**config.mk**
```make
export PLATFORM = sky130hd
export DESIGN_NAME = class_arbiter
export DESIGN_NICKNAME = d
export VERILOG_FILES = /design/src/rtl/class_arbiter.sv
export SDC_FILE = /design/constraint.sdc
export NUM_CORES = 1
export LEC_CHECK = 0
export CAP_MARGIN = 20
export CORE_ASPECT_RATIO = 0.7
export CORE_UTILIZATION = 29
export DETAILED_ROUTE_END_ITERATION = 16
export SLEW_MARGIN = 15
export SYNTH_ARGS = -nofsm -noshare
export SYNTH_HDL_FRONTEND = slang
export SYNTH_SLANG_ARGS = --single-unit
```
**constraint.sdc**
```tcl
create_clock -name clk -period 1.95 [get_ports clk]
set_input_delay 0.2925 -clock clk [delete_from_list [all_inputs] [get_ports clk]]
set_output_delay 0.2925 -clock clk [all_outputs]
set_load 0.01 [all_outputs]
```
**src/rtl/class_arbiter.sv**
```systemverilog
// class_arbiter: four-class round-robin burst arbiter; define ARB_STRICT_PRIO_EN to make class 0 win every arbitration
module class_arbiter #(
    parameter int DATA_WIDTH = 12,
    parameter int BURST_LEN  = 4
) (
    input  logic                  clk,
    input  logic                  reset,
    input  logic                  empty_0,
    input  logic                  empty_1,
    input  logic                  empty_2,
    input  logic                  empty_3,
    input  logic [DATA_WIDTH-1:0] data_in0,
    input  logic [DATA_WIDTH-1:0] data_in1,
    input  logic [DATA_WIDTH-1:0] data_in2,
    input  logic [DATA_WIDTH-1:0] data_in3,
    input  logic                  pause,
    output logic                  pop_0,
    output logic                  pop_1,
    output logic                  pop_2,
    output logic                  pop_3,
    output logic [DATA_WIDTH-1:0] data_out,
    output logic                  valid_out,
    output logic [1:0]            grant,
    output logic                  busy
);
    typedef enum logic {IDLE, SERVE} state_t;
    state_t state, state_n;
    logic [1:0] last_grant, last_n, grant_n, start, off, sel;
    logic [3:0] cnt, cnt_n, ne, rot;
    logic cur_empty, pop, done;
    logic [DATA_WIDTH-1:0] head;
    assign ne = ~{empty_3, empty_2, empty_1, empty_0};
    assign start = last_grant + 2'd1;
    assign rot = 4'({ne, ne} >> start);
    assign off = rot[0] ? 2'd0 : rot[1] ? 2'd1 : rot[2] ? 2'd2 : 2'd3;
`ifdef ARB_STRICT_PRIO_EN
    assign sel = ne[0] ? 2'd0 : start + off;
`else
    assign sel = start + off;
`endif
    assign cur_empty = ~ne[grant];
    assign head = grant == 2'd0 ? data_in0 : grant == 2'd1 ? data_in1 : grant == 2'd2 ? data_in2 : data_in3;
    assign pop = state == SERVE && !cur_empty && !pause && !reset;
    assign pop_0 = pop && grant == 2'd0;
    assign pop_1 = pop && grant == 2'd1;
    assign pop_2 = pop && grant == 2'd2;
    assign pop_3 = pop && grant == 2'd3;
    assign busy = state == SERVE;
    assign done = (cnt + 4'd1) == 4'(BURST_LEN);
    // next state: arbitrate in IDLE, count pops and release the class in SERVE
    always_comb begin
        state_n = state;
        grant_n = grant;
        last_n = last_grant;
        cnt_n = cnt;
        if (state == IDLE) begin
            if (|ne) begin
                state_n = SERVE;
                grant_n = sel;
                cnt_n = 4'd0;
            end
        end else if (!pause) begin
            if (cur_empty || done) begin
                state_n = IDLE;
                last_n = grant;
            end
            if (!cur_empty) cnt_n = cnt + 4'd1;
        end
    end
    // state registers and the registered merged output
    always_ff @(posedge clk) begin
        if (reset) begin
            state <= IDLE;
            last_grant <= 2'd3;
            grant <= 2'd0;
            cnt <= 4'd0;
            data_out <= '0;
            valid_out <= 1'b0;
        end else begin
            state <= state_n;
            last_grant <= last_n;
            grant <= grant_n;
            cnt <= cnt_n;
            valid_out <= pop;
            if (pop) data_out <= head;
        end
    end
endmodule
```
==> flow_summary.yaml <==
grt:
  grt_overflow: 0
  grt_pass1_wl_um: 7130
  grt_max_degree: 25
  grtUsageTotal_pct: 17.8
  antenna_found_initial: 0
  grt_pass1_vias: 1518
placement:
  gp_congestion: 0.731
  portBuffers: 74
  hpwlAfterDp_um: 3480
run_status:
  violations: "negative setup slack"
  status: "finished, violations left"
yosys:
  syn-num-nets: 211
  synth-main-ff-cell: "dfxtp_1"
  ys_types: 38
  synth-edff-count: 0
  ys_seq_area_share_pct: 30.7
  ys_async_sr_fraction_pct: 0
  syn_avg_cell_area_sq_um: 9.37
  ys_warn_count: 0
  ys_seq_elements: 22
  netlist_area_sq_um: 1430
  synthCells: 153
timing:
  fin_ws_ns: -0.114
  rsz0062_at_grt: "yes"
  clock_skew_ns: 0.0152
  slew_violations: 0
  timing.hold.ws_ns: 0.465
  setup_viol: 7
  timing.final.crit_period_ns: 2.06
  maxSlewHeadroom_pct: 76.1
  hold_viol: 0
  setup_tns_ns: -0.484
  fin_crit_sh_pct: 106
  worst_slew_pin_slew_ns: 0.358
  fmax_ghz: 0.484
clock_network:
  clock_latency_ns: 0.27
  hold_buffers: 0
  cts_buffers: 3
  numClockSinks: 22
  cts_buffer_depth: 2
  cts_tree: "yes"
  htreeDepth: 1
  cts_root_buf: "clkbuf_8"
  clk_pin_slew_ns: 0.10
worst_setup_path:
  worstSetupStartpointType: "flop"
  endpoint_kind: "output port"
  critPathKind: "flop to output port"
  cp.arrival_ns: 1.77
  required_ns: 1.66
  cp_max_fo: 7
power:
  ir_drop_mv: 0.438
  p_leak_uw: 0.000901
  cellPowerDensity_nw_per_um2: 670
detailed_routing:
  drtIter0Drc: 88
  finalWirelength_um: 4740
  num_vias: 1538
  remaining_drc_errors: 0
  routed_via_density: 5.03
  wl_per_cell_um: 15.5
  drt_pre_antenna_iters: 4
  ant_nets: 0
hold_path:
  hold_path.class: "flop to flop"
floorplanning:
  dieArea_sq_um: 5230
  die_width_um: 86.0
  initial_core_util_pct: 31.7
  rows: 20
  core_area_sq_um: 4530
  fp.dieH_um: 60.8
  io_pins: 75
finish:
  insertedDiodeCount: 0
  drive_gt1_share_pct: 25.0
  nNetsFinal: 299
  fin_util_pct: 55.0
  syn_to_final_growth_pct: 73.7
flow_run:
  maxCapViolCount: 0
-- cell usage after synthesis (all sizes together) (4+ instances only) --
library cell,count,area share (%)
buf,6,3.2
a21oi,14,4.9
nand2,32,8.4
nor2b,4,1.7
mux4,14,22
dfxtp,22,31
nor2,11,3.1
o21ai,4,1.4
clkbuf,5,1.3
-- cells in the final DEF, fill, tap and decap left out, drive strengths merged, types with 4 or more instances in the layout --
master	instances
o21ai	4
buf	24
nand2	32
nor2	11
nor2b	4
mux4	14
clkdlybuf4s50	66
dlygate4sd2	4
dfxtp	22
a21oi	14
-- metal layers --
layer | routed length (um) | vias to the layer above | GRT usage [%]
li1 | - | 729 | -
met1 | 2050 | 752 | 20.8
met2 | 2310 | 51 | 32.7
met3 | 321 | 6 | 5.85
met4 | 54 | 0 | 3.57
met5 | 0 | - | 0
-- sequential cells by signal (all words and copies together) (netlist names) --
signal / flops
cnt: 4
busy: 1
grant: 2
last_grant: 2
valid_out: 1
data_out: 12
-- timing repair --
action | in CTS | in global routing
gates resized for setup | 21 | 13
hold endpoints to repair | 0 | 0
buffers inserted | 2 | 2
gates cloned | 0 | 1
setup endpoints to repair | 4 | 9
pin swaps | 3 | 5
-- critical path, stage by stage (launching register included) --
cell	delay, ns
dfxtp_2	0.35
mux4_2	0.53
nand2b_4	0.23
nor2_4	0.11
and3_4	0.18
buf_6	0.10
-- final cells by class --
type / instances / area, sq um
inverters: 3 / 11.3
fillers: 398 / 2040
clock inverters: 1 / 30.0
flip-flops and latches: 22 / 442
clock buffers: 3 / 41.3
well taps: 66 / 82.6
multi-input cells: 117 / 1000
repair buffers: 94 / 880
-- power by group --
part           switching (uW)  internal [uW]  leakage, uW
sequential               33.9            491     0.000179
clock                     172            275    0.0000357
combinational             294            402     0.000686
total                     501           1170     0.000901
-- through the flow --
stage,cells,power (uW),area [sq um],setup WS (ns)
6_report,306,1670,2490,-0.114
5_1_grt,306,1750,2490,-0.184
2_1_floorplan,153,916,1500,-0.0155
3_5_place_dp,297,1200,2360,-0.759
4_1_cts,303,1650,2420,-0.161
3_3_place_gp,297,1180,2360,-0.663
-- cell families (layout without fill, tap and decap cells) --
kind of cell	after synthesis	count (layout)	synth area share (%)
xor+xnor	3	3	1.83
flops	22	22	30.7
mux	17	17	24.1
buf+inv	14	101	5.32
compound gates	28	28	12.2
fa+ha+maj	3	3	2.62
simple gates	66	66	23.2
-- final timing paths --
path	start	end	slack [ns]	depth (start not counted)
worst min register to register	data_out[0]$_SDFFE_PP0P_	data_out[0]$_SDFFE_PP0P_	0.47	2
worst min-delay path	data_out[0]$_SDFFE_PP0P_	data_out[0]$_SDFFE_PP0P_	0.47	2
worst max register to register	grant[0]$_SDFFE_PP0P_	cnt[2]$_SDFFE_PP0P_	-0.09	8
worst max-delay path	grant[0]$_SDFFE_PP0P_	pop_3	-0.11	5
Power figures use the tool's default switching activity.
